[src/rtl/fir_mac_seq_pkg.sv]
// Shared types and constants for the FIR MAC sequencer.
// Holds the FSM state encoding, the MAC output-mux select codes, and the
// default parameter values used by fir_mac_sequencer.
package fir_mac_seq_pkg;

    // Default configuration of the sequencer.
    localparam int DEF_ADDR_W   = 8;
    localparam int DEF_TAP_W    = 8;
    localparam int DEF_MAX_TAPS = 255;
    localparam int DEF_MAC_LAT  = 2;

    // The MAC datapath and its operands are 16 bits wide.
    localparam int DATA_W = 16;

    // Operand pipe depth: memory read return, then operand register.
    localparam int VPIPE_DEPTH = 2;

    // Sequencer FSM states.
    typedef enum logic [2:0] {
        ST_IDLE    = 3'd0,
        ST_FETCH   = 3'd1,
        ST_ACCUM   = 3'd2,
        ST_DRAIN   = 3'd3,
        ST_CAPTURE = 3'd4
    } state_e;

    // MAC output-mux select codes.
    localparam logic [1:0] SELM_ADDER  = 2'b00;
    localparam logic [1:0] SELM_ACCUM  = 2'b01;
    localparam logic [1:0] SELM_MULT8  = 2'b10;
    localparam logic [1:0] SELM_MULT16 = 2'b11;

endpackage

[src/rtl/fir_mac_seq_vpipe.sv]
// Valid/first-flag delay line for the FIR MAC sequencer.
// Delays the memory read strobe by DEPTH cycles so that it lines up with the
// registered operand pair; vld_o[0] marks read data returning, vld_o[DEPTH-1]
// marks the operand pair being presented to the MAC. The first flag travels
// with the valid bit and marks the pair that must load instead of accumulate.
// DEPTH must be at least 2.
module fir_mac_seq_vpipe #(
    parameter int DEPTH = 2
) (
    input  logic             clk_i,
    input  logic             rst_i,
    input  logic             flush_i,
    input  logic             vld_i,
    input  logic             first_i,
    output logic [DEPTH-1:0] vld_o,
    output logic             first_o
);

    logic [DEPTH-1:0] vld_q;
    logic [DEPTH-1:0] first_q;

    // Shift register of valid and first flags; a flush empties every stage.
    always_ff @(posedge clk_i or posedge rst_i) begin
        if (rst_i) begin
            vld_q   <= '0;
            first_q <= '0;
        end else if (flush_i) begin
            vld_q   <= '0;
            first_q <= '0;
        end else begin
            // NOTE: non-blocking assignments let every stage sample the
            // previous stage's old value, giving a true one-cycle-per-stage
            // shift regardless of statement order.
            vld_q   <= {vld_q[DEPTH-2:0], vld_i};
            first_q <= {first_q[DEPTH-2:0], vld_i & first_i};
        end
    end

    assign vld_o   = vld_q;
    assign first_o = first_q[DEPTH-1];

endmodule

[src/rtl/fir_mac_sequencer.sv]
// FIR MAC sequencer: runs an N-tap dot product on the shared 16-bit MAC.
// Walks the coefficient memory upward from coef_base and the circular sample
// memory downward from samp_head, feeds registered operand pairs to the MAC
// with accumulate/clear controls, waits for the MAC latency, and captures the
// accumulator output behind a start/done handshake.
// Optional build macro FIR_MAC_SEQ_ABORT_EN adds abort_i / aborted_o.
module fir_mac_sequencer
    import fir_mac_seq_pkg::*;
#(
    parameter int ADDR_W   = DEF_ADDR_W,
    parameter int TAP_W    = DEF_TAP_W,
    parameter int MAX_TAPS = DEF_MAX_TAPS,
    parameter int MAC_LAT  = DEF_MAC_LAT
) (
    input  logic              clk_i,
    input  logic              rst_i,
    // Control handshake
    input  logic              start_i,
    input  logic [TAP_W-1:0]  n_taps_i,
    input  logic [ADDR_W-1:0] coef_base_i,
    input  logic [ADDR_W-1:0] samp_head_i,
    output logic              busy_o,
    output logic              done_o,
    output logic [DATA_W-1:0] result_o,
    output logic              result_valid_o,
`ifdef FIR_MAC_SEQ_ABORT_EN
    input  logic              abort_i,
    output logic              aborted_o,
`endif
    // Coefficient / sample memory read port
    output logic              mem_rd_en_o,
    output logic [ADDR_W-1:0] coef_addr_o,
    output logic [ADDR_W-1:0] samp_addr_o,
    input  logic [DATA_W-1:0] coef_rdata_i,
    input  logic [DATA_W-1:0] samp_rdata_i,
    // MAC datapath interface
    output logic [DATA_W-1:0] mac_a_o,
    output logic [DATA_W-1:0] mac_b_o,
    output logic              mac_acc_en_o,
    output logic              mac_acc_clr_o,
    output logic [1:0]        mac_selm_o,
    input  logic [DATA_W-1:0] mac_out_i
);

    // Drain counter holds MAC_LAT-1 down to 0.
    localparam int DRAIN_W = (MAC_LAT > 1) ? $clog2(MAC_LAT) : 1;
    localparam logic [DRAIN_W-1:0] DRAIN_INIT = DRAIN_W'(MAC_LAT - 1);
    // Clamp limit compared one bit wider than n_taps so the comparison is
    // meaningful even when MAX_TAPS equals the largest TAP_W value.
    localparam logic [TAP_W:0] MAX_TAPS_C = (TAP_W + 1)'(MAX_TAPS);

    // FSM state and registered outputs
    state_e              state_q;
    logic                busy_q;
    logic                done_q;
    logic                result_valid_q;
    logic [DATA_W-1:0]   result_q;
    logic [1:0]          selm_q;
    logic                mem_rd_en_q;
    logic [ADDR_W-1:0]   coef_addr_q;
    logic [ADDR_W-1:0]   samp_addr_q;
    logic                first_issue_q;
    logic                zero_run_q;
    logic [TAP_W-1:0]    issue_left_q;
    logic [DRAIN_W-1:0]  drain_cnt_q;

    // Operand registers
    logic [DATA_W-1:0]   mac_a_q;
    logic [DATA_W-1:0]   mac_b_q;

    // Next-state helpers
    logic [TAP_W-1:0]    n_eff;
    logic [TAP_W-1:0]    issue_left_d;
    logic [ADDR_W-1:0]   coef_addr_d;
    logic [ADDR_W-1:0]   samp_addr_d;
    logic [DRAIN_W-1:0]  drain_cnt_d;

    // Valid pipe taps
    logic [VPIPE_DEPTH-1:0] pipe_vld;
    logic                   pipe_first;
    logic                   abort_req;

    // Requested tap count, clamped to MAX_TAPS.
    assign n_eff = ({1'b0, n_taps_i} > MAX_TAPS_C) ? MAX_TAPS_C[TAP_W-1:0] : n_taps_i;

    // Address walk: coefficients ascend, samples descend; both wrap naturally
    // at the memory depth.
    assign coef_addr_d  = coef_addr_q + ADDR_W'(1);
    assign samp_addr_d  = samp_addr_q - ADDR_W'(1);
    assign issue_left_d = issue_left_q - TAP_W'(1);
    assign drain_cnt_d  = drain_cnt_q - DRAIN_W'(1);

`ifdef FIR_MAC_SEQ_ABORT_EN
    logic aborted_q;

    // Abort only matters while a run is in flight.
    assign abort_req = abort_i && (state_q != ST_IDLE);

    // One-cycle acknowledge of an accepted abort.
    always_ff @(posedge clk_i or posedge rst_i) begin
        if (rst_i) begin
            aborted_q <= 1'b0;
        end else begin
            aborted_q <= abort_req;
        end
    end

    assign aborted_o = aborted_q;
`else
    assign abort_req = 1'b0;
`endif

    // Sequencer FSM with registered control outputs.
    always_ff @(posedge clk_i or posedge rst_i) begin
        if (rst_i) begin
            state_q        <= ST_IDLE;
            busy_q         <= 1'b0;
            done_q         <= 1'b0;
            result_valid_q <= 1'b0;
            result_q       <= '0;
            selm_q         <= SELM_ADDER;
            mem_rd_en_q    <= 1'b0;
            coef_addr_q    <= '0;
            samp_addr_q    <= '0;
            first_issue_q  <= 1'b0;
            zero_run_q     <= 1'b0;
            issue_left_q   <= '0;
            drain_cnt_q    <= '0;
        end else begin
            done_q <= 1'b0;
            if (abort_req) begin
                // Drop the run; result and result_valid keep their old values.
                state_q       <= ST_IDLE;
                busy_q        <= 1'b0;
                selm_q        <= SELM_ADDER;
                mem_rd_en_q   <= 1'b0;
                first_issue_q <= 1'b0;
            end else begin
                case (state_q)
                    ST_IDLE: begin
                        if (start_i) begin
                            result_valid_q <= 1'b0;
                            busy_q         <= 1'b1;
                            selm_q         <= SELM_ACCUM;
                            coef_addr_q    <= coef_base_i;
                            samp_addr_q    <= samp_head_i;
                            if (n_eff == '0) begin
                                // Empty filter: skip the datapath, report zero.
                                zero_run_q <= 1'b1;
                                state_q    <= ST_CAPTURE;
                            end else begin
                                zero_run_q    <= 1'b0;
                                mem_rd_en_q   <= 1'b1;
                                first_issue_q <= 1'b1;
                                issue_left_q  <= n_eff - TAP_W'(1);
                                state_q       <= ST_FETCH;
                            end
                        end
                    end

                    ST_FETCH: begin
                        // One read per cycle; the current cycle is an issue.
                        first_issue_q <= 1'b0;
                        if (issue_left_q == '0) begin
                            mem_rd_en_q <= 1'b0;
                            state_q     <= ST_ACCUM;
                        end else begin
                            coef_addr_q  <= coef_addr_d;
                            samp_addr_q  <= samp_addr_d;
                            issue_left_q <= issue_left_d;
                        end
                    end

                    ST_ACCUM: begin
                        // The last read is returning now, so the last operand
                        // pair reaches the MAC on the next cycle.
                        if (pipe_vld[0]) begin
                            drain_cnt_q <= DRAIN_INIT;
                            state_q     <= ST_DRAIN;
                        end
                    end

                    ST_DRAIN: begin
                        // Covers the MAC latency after the last pair.
                        if (drain_cnt_q == '0) begin
                            state_q <= ST_CAPTURE;
                        end else begin
                            drain_cnt_q <= drain_cnt_d;
                        end
                    end

                    ST_CAPTURE: begin
                        // mac_out now reflects the final accumulation.
                        result_q       <= zero_run_q ? '0 : mac_out_i;
                        done_q         <= 1'b1;
                        result_valid_q <= 1'b1;
                        busy_q         <= 1'b0;
                        selm_q         <= SELM_ADDER;
                        state_q        <= ST_IDLE;
                    end

                    default: begin
                        state_q <= ST_IDLE;
                        busy_q  <= 1'b0;
                        selm_q  <= SELM_ADDER;
                    end
                endcase
            end
        end
    end

    // Aligns the read strobe with the operand register stage.
    fir_mac_seq_vpipe #(
        .DEPTH (VPIPE_DEPTH)
    ) u_vpipe (
        .clk_i   (clk_i),
        .rst_i   (rst_i),
        .flush_i (abort_req),
        .vld_i   (mem_rd_en_q),
        .first_i (first_issue_q),
        .vld_o   (pipe_vld),
        .first_o (pipe_first)
    );

    // Operand register: captures read data on the cycle it returns.
    always_ff @(posedge clk_i or posedge rst_i) begin
        if (rst_i) begin
            mac_a_q <= '0;
            mac_b_q <= '0;
        end else if (pipe_vld[0]) begin
            mac_a_q <= coef_rdata_i;
            mac_b_q <= samp_rdata_i;
        end
    end

    assign busy_o         = busy_q;
    assign done_o         = done_q;
    assign result_o       = result_q;
    assign result_valid_o = result_valid_q;
    assign mem_rd_en_o    = mem_rd_en_q;
    assign coef_addr_o    = coef_addr_q;
    assign samp_addr_o    = samp_addr_q;
    assign mac_a_o        = mac_a_q;
    assign mac_b_o        = mac_b_q;
    assign mac_acc_en_o   = pipe_vld[VPIPE_DEPTH-1];
    assign mac_acc_clr_o  = pipe_first;
    assign mac_selm_o     = selm_q;

endmodule
[config.mk]
export PLATFORM = sky130hd
export DESIGN_NAME = fir_mac_sequencer
export DESIGN_NICKNAME = d
export VERILOG_FILES = /design/src/rtl/fir_mac_seq_pkg.sv /design/src/rtl/fir_mac_seq_vpipe.sv /design/src/rtl/fir_mac_sequencer.sv
export SDC_FILE = /design/constraint.sdc
export NUM_CORES = 1
export LEC_CHECK = 0
export BUFFER_PORTS_ARGS = -buffer_cell sky130_fd_sc_hd__buf_2
export CAP_MARGIN = 10
export CORE_ASPECT_RATIO = 1.4
export CORE_MARGIN = 4
export CORE_UTILIZATION = 45
export DETAILED_ROUTE_END_ITERATION = 6
export PLACE_DENSITY = 0.75
export SYNTH_ARGS = -nofsm -noshare
export SYNTH_HDL_FRONTEND = slang
export SYNTH_HIERARCHICAL = 1
export SYNTH_SLANG_ARGS = --single-unit
[constraint.sdc]
create_clock -name clk_i -period 2.5 [get_ports clk_i]
set_input_delay 0.25 -clock clk_i [delete_from_list [all_inputs] [get_ports clk_i]]
set_output_delay 0.25 -clock clk_i [all_outputs]
set_load 0.005 [all_outputs]
==> impl_results.md, run 1 <==
- Post-CTS Setup Inserts: 0
- Total wire length: 10.3 mm
- Worst Setup Start Kind: flop
- Clk_skew: 0.00766 ns
- Multi-input logic area: around 1800 um2
- FFs w/ async S/R, synth: 100%
- Pre-Repair DR Iteration Count: 4
- Mux contribution to synthesized area: 10.6%
- Count of cell types in the netlist: 60
- Syn Inst Count: 394
- CTS Sinks: between 80 and 90
- Power Density: 980 nW/um2
- Leak: ~2.5 nW
- Most used DFF post-synth: dfrtp_1
- RSZ-0062 raised after global routing: false
- Layout fillers: 791
- Number of cell rows: 41
- Layout cell share with drive strength beyond 1: 40.1%
- Yosys Warn Count: 6
- Run status: finished, final reports clean
- Antenna viol nets, final: 0
- Synth Area in XOR/XNOR: 0%
- Total power draw: 5.18 mW
- Die Wd: 88.8 um
- Via density: approximately 5.4
- Synthesized area per cell: between 10 and 15 um2
- Die outline height: 121 um
- Number of enable flip-flop cells after synthesis: 0
- Post-synthesis adder-cell area fraction: 0.912%
- Endpoints failing setup: 0
- Vias: ~3600
- Min cycle time layout: about 2.2 ns
- Worst endpoint required time: 2.72 ns
- Final period util: 87.3%
- Clock Latency Late Sink: 0.33 ns
- Crit Path Max Fanout: 7
- Largest net degree at the start of global routing: between 50 and 60
- Maximum buffer depth of the clock tree: 2
- Slew HR: 40.5%
- Wire per inst: 15.7 um
- Port bufs: 145
- CTS tree: yes
- H-Tree Depth: 3
- First-pass GRT wire length: ~17 mm
- Worst slew pin tran: between 0.8 and 0.9 ns
- HPWL after DPL: approximately 7.8 mm
- Hold-fix buffers, CTS: 1
- Worst path arrival time: 2.40 ns
- Maximum vdd drop: 537 uV
- Synthesis-to-finish area growth: 28.4%
- I/O pin count: around 150
- NumNets Final: 622
- Final GP Congestion: 0.892
- Synth Register Bits: 86
- Area of the die: 10800 um2
- Initial drt markers: 223
- HP Class: input pin to flop
- Register area: 2150 um2
- Initial core utilization: a little under half
- Register area share after synthesis: ~52%
- Synthesized area: approximately 4100 um2
- Vias in the first global route: 3535
- N_diodes: 0
- Crit end category: flop
- Root buffer cell: clkbuf_16
- Grt ovf: 0
- Largest family of logic cells by synthesized area: simple AND/OR/NAND/NOR gates
- TNS Setup: 0 ns
- Antenna violations before repair: 0
- Cts repair resizes: 0
- Max-Cap Viols: 0
- DR DRC count: 0
- Total Routing Usage GR: between 15 and 20%
- Setup CP Type: flop to flop
- Synth Area in Simple Gates: 17.6%
- Core Region: approximately 9000 um2
- Clock-pin slew on the worst setup and hold paths: 0.06 ns
- Max-slew violations: 0
- Compound-Gate Fraction of Synth Area: 14.8%
- Final hold violation count: 0
- F_max: 0.458 GHz
- Cts bufs inserted: 9
-- critical path, cell delays in order (launching register included) --
cell      delay [ns]
dfrtp_1         0.38
or3b_1          0.51
mux2i_1         0.25
ha_1            0.22
nor3b_4         0.24
and3_1          0.20
a211oi_1        0.05
o22a_1          0.22
-- power by group --
part	switching, mW	internal, mW	leakage, nW
registers	0.372	1.82	0.973
logic	0.838	0.902	1.41
clock network	0.544	0.705	0.135
-- cell type report --
type | instances | share of cell area [%]
flip-flops and latches | 86 | 40.7
multi-input cells | 277 | 34.8
inverters | 11 | 0.805
clock buffers | 10 | 4.52
repair buffers | 159 | 15.8
well taps | 107 | 2.53
clock inverters | 6 | 0.876
-- placed cells by master (no fill, tap or decap), types with 6 or more instances in the layout --
master and count:
buf_2 145, dfrtp_1 86, mux2_2 34, nand2_1 33
o21ai_0 29, a21oi_1 24, nor2_1 23, nand2b_1 17
buf_4 13, nand3_1 12, inv_1 10, clkbuf_16 9
nor4_1 8, nor3_1 7, a31oi_1 7, o2bb2ai_1 6
-- synthesized netlist by cell type (all sizes together) (2+ instances only) --
library cell	n	area [um2]
dfrtp	86	2150
mux2	35	398
nand2	33	124
o21ai	32	164
a21oi	25	129
nor2	25	98.8
nand2b	17	106
clkbuf	14	52.6
nand3	12	60.1
inv	11	41.3
buf	10	60.1
nor4	9	62.6
nor3	8	51.3
a31oi	7	43.8
o2bb2ai	6	52.6
or4	6	48.8
nand4	5	31.3
nor3b	5	42.5
o31ai	5	37.5
mux2i	4	40.0
ha	3	37.5
nor2b	3	18.8
o211ai	3	22.5
a211oi	2	15.0
a22oi	2	15.0
and3	2	12.5
o22ai	2	12.5
o32ai	2	17.5
or3b	2	17.5
-- logic make-up (layout without fill, tap and decap cells) --
group,count (synthesis),count (layout)
mux,39,39
flops,86,86
compound gates,97,97
other cells,1,5
buf+inv,35,186
simple gates,133,133
fa+ha+maj,3,3
-- state kept, by name, summed over array words and instances, names as in the netlist --
signal / count
issue_left_q: 8
drain_cnt_q: 1
u_vpipe/first_q: 2
mac_a_o: 16
samp_addr_o: 8
result_o: 16
mac_selm_o: 1
coef_addr_o: 8
mem_rd_en_o: 1
result_valid_o: 1
mac_b_o: 16
done_o: 1
u_vpipe/vld_o: 2
first_issue_q: 1
state_q: 3
zero_run_q: 1
-- per-layer routing --
metal | global-route usage (%) | vias up | routed length, um
met1 | 24.5 | 1692 | 4020
met5 | 0 | - | 0
met4 | 7.94 | 0 | 248
met2 | 33.2 | 130 | 5390
met3 | 3.26 | 21 | 625
li1 | - | 1726 | -
-- metrics by stage --
stage	instances	utilization, %	cell area, um2	setup slack [ns]	hold slack [ns]
global placement	639	55.6	4990	0.448	0.152
finish	656	58.9	5290	0.319	0.146
global route	656	58.9	5290	0.246	0.141
CTS	656	58.9	5290	0.339	0.136
floorplan	398	-	4150	0.0169	0.0161
detailed placement	639	55.6	4990	0.341	0.158
-- final timing paths --
kind	from	to	slack, ns	cells after the start
worst min-delay path	samp_rdata_i[15]	mac_b_o[15]	0.15	2
worst min register to register	u_vpipe/first_q[0]	u_vpipe/first_q[1]	0.47	1
min in group asynchronous	rst_i	u_vpipe/first_q[1]	0.36	3
max in group asynchronous	rst_i	result_o[2]	1.14	4
worst max register to register	state_q[1]	issue_left_q[4]	0.32	7
worst max-delay path	state_q[1]	issue_left_q[4]	0.32	7
(Power assumes the default switching activity.)
==> inputs of run 2 (changes only) <==
--- a/config.mk
+++ b/config.mk
@@ -5,13 +5,14 @@
 export SDC_FILE = /design/constraint.sdc
 export NUM_CORES = 1
 export LEC_CHECK = 0
-export BUFFER_PORTS_ARGS = -buffer_cell sky130_fd_sc_hd__buf_2
 export CAP_MARGIN = 10
 export CORE_ASPECT_RATIO = 1.4
 export CORE_MARGIN = 4
-export CORE_UTILIZATION = 45
+export CORE_UTILIZATION = 55
 export DETAILED_ROUTE_END_ITERATION = 6
-export PLACE_DENSITY = 0.75
+export DONT_BUFFER_PORTS = 1
+export PLACE_DENSITY = 0.72
+export RECOVER_POWER = 50
 export SYNTH_ARGS = -nofsm -noshare
 export SYNTH_HDL_FRONTEND = slang
 export SYNTH_HIERARCHICAL = 1
==> run 2 against run 1 <==
  * The run now ends with max-capacitance violations, max-slew violations left
  * Sequential power rose by 5%
  * Sequential cell count unchanged
  * Non-clock buffer count is 147 lower
  * Routed wire length shrank 7.6%
  * Worst hold slack got worse by 0.12 ns
  * Global-route usage increased by 1.5 points
  * Clock-buffer cell count unchanged
  * Sequential share of layout area is 7.8 points higher
  * Combinational power is 28% lower
  * Maximum frequency fell by 3.9%
  * Clock skew grew 0.0047 ns
  * Critical path depth decreased by 2
  * Largest cell class unchanged
  * Highest routed layer unchanged
==> impl_results.md, run 2 (same netlist as run 1, synthesis figures left out) <==
- I/O pin count: 147 (unchanged)
- Vias in the first global route: 2893 (-18%)
- Min cycle time layout: 2.27 ns (+0.0880 ns)
- Wire per inst: 19.0 um (+21%)
- Met2 Routed Length: 4.94 mm (-8.3%)
- Vias: 3060 (-14%)
- Worst Hold Launch: mac_out_i[14]
- Synthesis-to-finish area growth: 7.63%
- Cell Area, Placed: 4250 um2 (-15%)
- CTS tree: yes
- Most frequent cells in the layout: dfrtp_1, mux2_2, nand2_1, o21ai_0, a21oi_1
- Cells after DPL: 482 (-25%)
- NumNets Final: 475 (-24%)
- Clk_skew: 0.0123 ns (+0.00468 ns)
- Critical path cell sequence: clkbuf_1, or4b_1, a21oi_2, nor2_2, mux2_4
- Leak: 1.91 nW (-24%)
- Largest net degree at the start of global routing: 46 (-9.8%)
- Endpoints failing setup: 0 (unchanged)
- Clock Latency Late Sink: 0.36 ns (+0.03 ns)
- Multi-input logic area: 1840 um2 (unchanged)
- Post-route cell area: 4430 um2 (-16%)
- Layout cell share with drive strength beyond 1: 17.9% (-22 points)
- Antenna viol nets, final: 0 (unchanged)
- Max-Cap Viols: 1 (+1)
- Cts bufs inserted: 9 (unchanged)
- First-pass GRT wire length: 14.5 mm (-13%)
- Pre-Repair DR Iteration Count: 4 (unchanged)
- Worst path arrival time: 2.51 ns (+0.11 ns)
- Crit Path Max Fanout: 17 (+10)
- Setup CP Type: flop to flop
- F_max: 0.441 GHz (-3.9%)
- Power Density: 1010 nW/um2 (+2.8%)
- Crit end category: flop
- H-Tree Depth: 3 (unchanged)
- Register area: 2150 um2 (unchanged)
- Total Routing Usage GR: 21.1% (+1.5 points)
- WHS: 0.0268 ns (-0.119 ns)
- Final Non-Filler Cells: 499 (-24%)
- Run status: complete, but fails checks
- Area of the die: 8950 um2 (-17%)
- Final hold violation count: 0 (unchanged)
- Max layer used: met4
- Worst endpoint required time: 2.74 ns (+0.02 ns)
- TNS Setup: 0 ns (unchanged)
- Maximum buffer depth of the clock tree: 2 (unchanged)
- Core Region: 7310 um2 (-19%)
- Antenna violations before repair: 0 (unchanged)
- HPWL after DPL: 7.07 mm (-9.0%)
- Worst Setup SP: state_q[0]
- Commonest non-fill, non-tap cell in the layout: dfrtp_1
- Launch point of the worst reg-to-reg path: state_q[0]
- Layout fillers: 648 (-18%)
- Failing checks: max-capacitance violations, max-slew violations
- Clock-pin slew on the worst setup and hold paths: 0.10 ns (+0.04 ns)
- Met1 wire length: 3.53 mm (-12%)
- DR DRC count: 0 (unchanged)
- Max-slew violations: 39 (+39)
- Critical path's slowest cell: or4b_1
- Grt ovf: 0 (unchanged)
- Initial drt markers: 158 (-29%)
- Worst slew pin tran: 1.68 ns (+0.788 ns)
- Initial core utilization: 56.3% (+10 points)
- Maximum vdd drop: 643 uV (+20%)
- Port bufs: 0 (-100%)
- Slew HR: -12.5% (-53 points)
- Die Wd: 81.1 um (-8.7%)
- Total power draw: 4.46 mW (-14%)
- Via density: 6.13 (+13%)
- Number of cell rows: 37 (-9.8%)
- Die outline height: 110 um (-8.9%)
- Critical path's largest stage delay: 0.76 ns (+0.25 ns)
- Post-CTS Setup Inserts: 0 (unchanged)
- Final GP Congestion: 0.906 (+1.5%)
- Root buffer cell: clkbuf_8
- HP Class: input pin to flop
- RSZ-0062 raised after global routing: false
- N_diodes: 0 (unchanged)
- CTS Sinks: 86 (unchanged)
- Total wire length: 9.50 mm (-7.6%)
- Final period util: 90.8% (+3.5 points)
- Worst Setup Start Kind: flop
- Met3 Wirelength: 842 um (+35%)
[run 2: per-stage QoR]
step | util, % | setup slack, ns
finish | 60.6 | 0.231
floorplan | - | 0.0169
detailed placement | 58.1 | 0.299
global placement | 58.1 | 0.376
global route | 60.6 | 0.0535
CTS | 60.8 | 0.285
[run 2: cell type report]
class                           count  share of cell area, %
Timing Repair Buffer               12                   2.00
Clock inverter                      6                   1.16
Multi-Input combinational cell    277                   41.5
Inverter                           11                  0.960
Clock buffer                       10                   3.11
Tap cell                           97                   2.74
Sequential cell                    86                   48.6
[run 2: worst max-delay path: cells and delay by family (launching register included)]
kind,cells,cell delay (ns)
simple gates,2,0.88
flops,1,0.38
buf+inv,1,0.31
mux,1,0.31
compound gates,1,0.28
[run 2: path summary, 6_finish.rpt]
check                                      to  depth (start not counted)  slack, ns
max                           issue_left_q[0]                          5       0.23
min                              result_o[14]                          2       0.03
max reg2reg                   issue_left_q[0]                          5       0.23
min reg2reg                u_vpipe/first_q[1]                          1       0.47
max in group asynchronous         mac_b_o[14]                          3       0.36
min in group asynchronous  u_vpipe/first_q[0]                          2       0.28
[run 2: power by group]
| group | leakage [nW] | internal (mW) | switching, mW |
|---|---|---|---|
| combinational | 0.840 | 0.635 | 0.618 |
| clock | 0.0939 | 0.402 | 0.512 |
| sequential | 0.973 | 1.82 | 0.481 |
[run 2: timing repair]
action / 4_1_cts / 5_1_grt
hold endpoints to repair: 41 / 0
gates resized for setup: 0 / 0
hold buffers: 1 / 0
[run 2: metal layers]
metal  global-route usage, %  up-vias
li1                        -     1435
met1                    25.0     1464
met2                    36.0      143
met3                    6.59       18
met4                    7.61        0
met5                       0        -
==> inputs of run 3 (changes only) <==
--- a/config.mk
+++ b/config.mk
@@ -12,7 +12,6 @@
 export DETAILED_ROUTE_END_ITERATION = 6
 export DONT_BUFFER_PORTS = 1
 export PLACE_DENSITY = 0.72
-export RECOVER_POWER = 50
 export SYNTH_ARGS = -nofsm -noshare
 export SYNTH_HDL_FRONTEND = slang
 export SYNTH_HIERARCHICAL = 1
==> run 3 against run 2 <==
  * The run now ends clean
  * Design area increased by 0.37%
  * Clock power about the same
  * Worst setup slack improved by 0.034 ns
  * First-iteration DRC count increased by 0.63%
  * Clock-buffer cell count unchanged
  * Worst hold slack improved by 0.0011 ns
  * Sequential cell count unchanged
  * Sequential power about the same
  * Total power about the same
  * Maximum frequency increased by 1.5%
==> impl_results.md, run 3 (same netlist as run 1, synthesis figures left out) <==
- Run status: finished, final reports clean
- HP Class: input pin to flop
- Final GP Congestion: 0.906 (unchanged)
- GR Util met2: 36.0% (unchanged)
- Die Wd: 81.1 um (unchanged)
- Crit end category: flop
- Worst endpoint required time: 2.75 ns (about the same)
- Initial core utilization: 56.3% (unchanged)
- Clock-pin slew on the worst setup and hold paths: 0.10 ns (about the same)
- Die outline height: 110 um (unchanged)
- Worst Hold Launch: mac_out_i[14]
- I/O pin count: 147 (unchanged)
- WHS: 0.0279 ns (+0.00111 ns)
- Reg2Reg Depth: 7 (+2)
- Power Density: 1000 nW/um2 (-0.35%)
- Most frequent cells in the layout: dfrtp_1, mux2_2, nand2_1, o21ai_0, a21oi_1
- RSZ-0062 raised after global routing: false
- Endpoints failing setup: 0 (unchanged)
- Post-CTS Setup Inserts: 0 (unchanged)
- Vias in the first global route: 2893 (unchanged)
- Final period util: 89.4% (-1.4 points)
- Antenna viol nets, final: 0 (unchanged)
- Clock Latency Late Sink: 0.36 ns (about the same)
- Pre-Repair DR Iteration Count: 4 (unchanged)
- Max-Cap Viols: 0 (-1)
- CTS Sinks: 86 (unchanged)
- Multi-input logic area: 1840 um2 (unchanged)
- Critical path's largest stage delay: 0.56 ns (-0.20 ns)
- Total wire length: 9.44 mm (-0.67%)
- Cts repair resizes: 0 (unchanged)
- Layout fillers: 646 (-0.31%)
- Worst Setup SP: state_q[1]
- GRT busiest layer: met2
- Met1 Usage GRT: 25.0% (unchanged)
- Maximum vdd drop: 643 uV (about the same)
- Cts bufs inserted: 9 (unchanged)
- Total Routing Usage GR: 21.1% (unchanged)
- Initial drt markers: 159 (+0.63%)
- CTS tree: yes
- Slew HR: 41.0% (+53 points)
- Launch point of the worst reg-to-reg path: state_q[1]
- Cell family with most CP delay: simple AND/OR/NAND/NOR gates
- Vias: 3041 (-0.62%)
- WP buf/inv: 0 (-1)
- Port bufs: 0 (unchanged)
- Max-slew violations: 0 (-100%)
- Critical path cell sequence: or3b_1, mux2i_1, ha_1, nor3b_4, a211o_1, a22oi_1, a211oi_1
- Area of the die: 8950 um2 (unchanged)
- Maximum buffer depth of the clock tree: 2 (unchanged)
- Wire per inst: 18.9 um (-0.67%)
- Via density: 6.09 (-0.62%)
- Clk_skew: 0.0120 ns (-0.000297 ns)
- Hold-fix buffers, CTS: 1 (unchanged)
- Met3 Usage GRT: 6.59% (unchanged)
- Grt ovf: 0 (unchanged)
- DR DRC count: 0 (unchanged)
- Synthesis-to-finish area growth: 8.02%
- H-Tree Depth: 3 (unchanged)
- R2R Setup Slk: 0.26 ns (+0.03 ns)
- Worst slew pin tran: 0.884 ns (-0.795 ns)
- Antenna violations before repair: 0 (unchanged)
- Hold Crit Depth: 2 (unchanged)
- Min cycle time layout: 2.24 ns (-0.0338 ns)
- Root buffer cell: clkbuf_8
- Commonest non-fill, non-tap cell in the layout: dfrtp_1
- Number of cell rows: 37 (unchanged)
- Reg2reg end: issue_left_q[6]
- Leak: 1.92 nW (+0.61%)
- Largest net degree at the start of global routing: 46 (unchanged)
- Core Region: 7310 um2 (unchanged)
- Layout cell share with drive strength beyond 1: 18.2% (+0.25 points)
- Worst path arrival time: 2.49 ns (-0.02 ns)
- Crit Path Max Fanout: 11 (-6)
- Hold EP: result_o[14]
- Setup CP Type: flop to flop
- Critical path's slowest cell: or3b_1
- F_max: 0.447 GHz (+1.5%)
- Register area: 2150 um2 (unchanged)
- HPWL after DPL: 7.07 mm (unchanged)
- TNS Setup: 0 ns (unchanged)
- Worst Setup Start Kind: flop
- NumNets Final: 475 (unchanged)
- First-pass GRT wire length: 14.5 mm (unchanged)
- Final hold violation count: 0 (unchanged)
- N_diodes: 0 (unchanged)
-- run 3: layout make-up --
type / count / area share [%]
Clock inverter: 6 / 1.15
Tap cell: 97 / 2.73
Timing Repair Buffer: 12 / 2.36
Multi-Input combinational cell: 277 / 41.3
Clock buffer: 10 / 3.09
Sequential cell: 86 / 48.4
Inverter: 11 / 0.956
-- run 3: how the worst max path moves through the flow --
stage	cells past startpoint	endpoint	slack, ns
after floorplan	12	issue_left_q[6]	0.02
after global placement	7	issue_left_q[4]	0.38
after detailed placement	7	issue_left_q[6]	0.30
after CTS	7	issue_left_q[6]	0.29
after global routing	7	issue_left_q[6]	0.10
final	7	issue_left_q[6]	0.26
-- run 3: per-stage QoR --
| step | total power [mW] | util, % | worst slack, ns | area, um2 | cells |
|---|---|---|---|---|---|
| CTS | 4.51 | 60.8 | 0.285 | 4450 | 499 |
| floorplan | 3.24 | - | 0.0169 | 4150 | 398 |
| detailed placement | 3.59 | 58.1 | 0.299 | 4250 | 482 |
| finish | 4.47 | 60.8 | 0.264 | 4450 | 499 |
| global route | 4.79 | 60.8 | 0.100 | 4450 | 499 |
| global placement | 3.52 | 58.1 | 0.376 | 4250 | 482 |
-- run 3: routing by layer --
layer | wire length [um] | part of all wire [%]
met2 | 4940 | 52
met4 | 167 | 1.8
met5 | 0 | 0
met3 | 838 | 8.9
met1 | 3500 | 37
-- run 3: power by group --
part,internal [mW],switching [mW],total [mW]
Combinational,0.639,0.618,1.26
Clock,0.402,0.510,0.912
Sequential,1.82,0.481,2.30
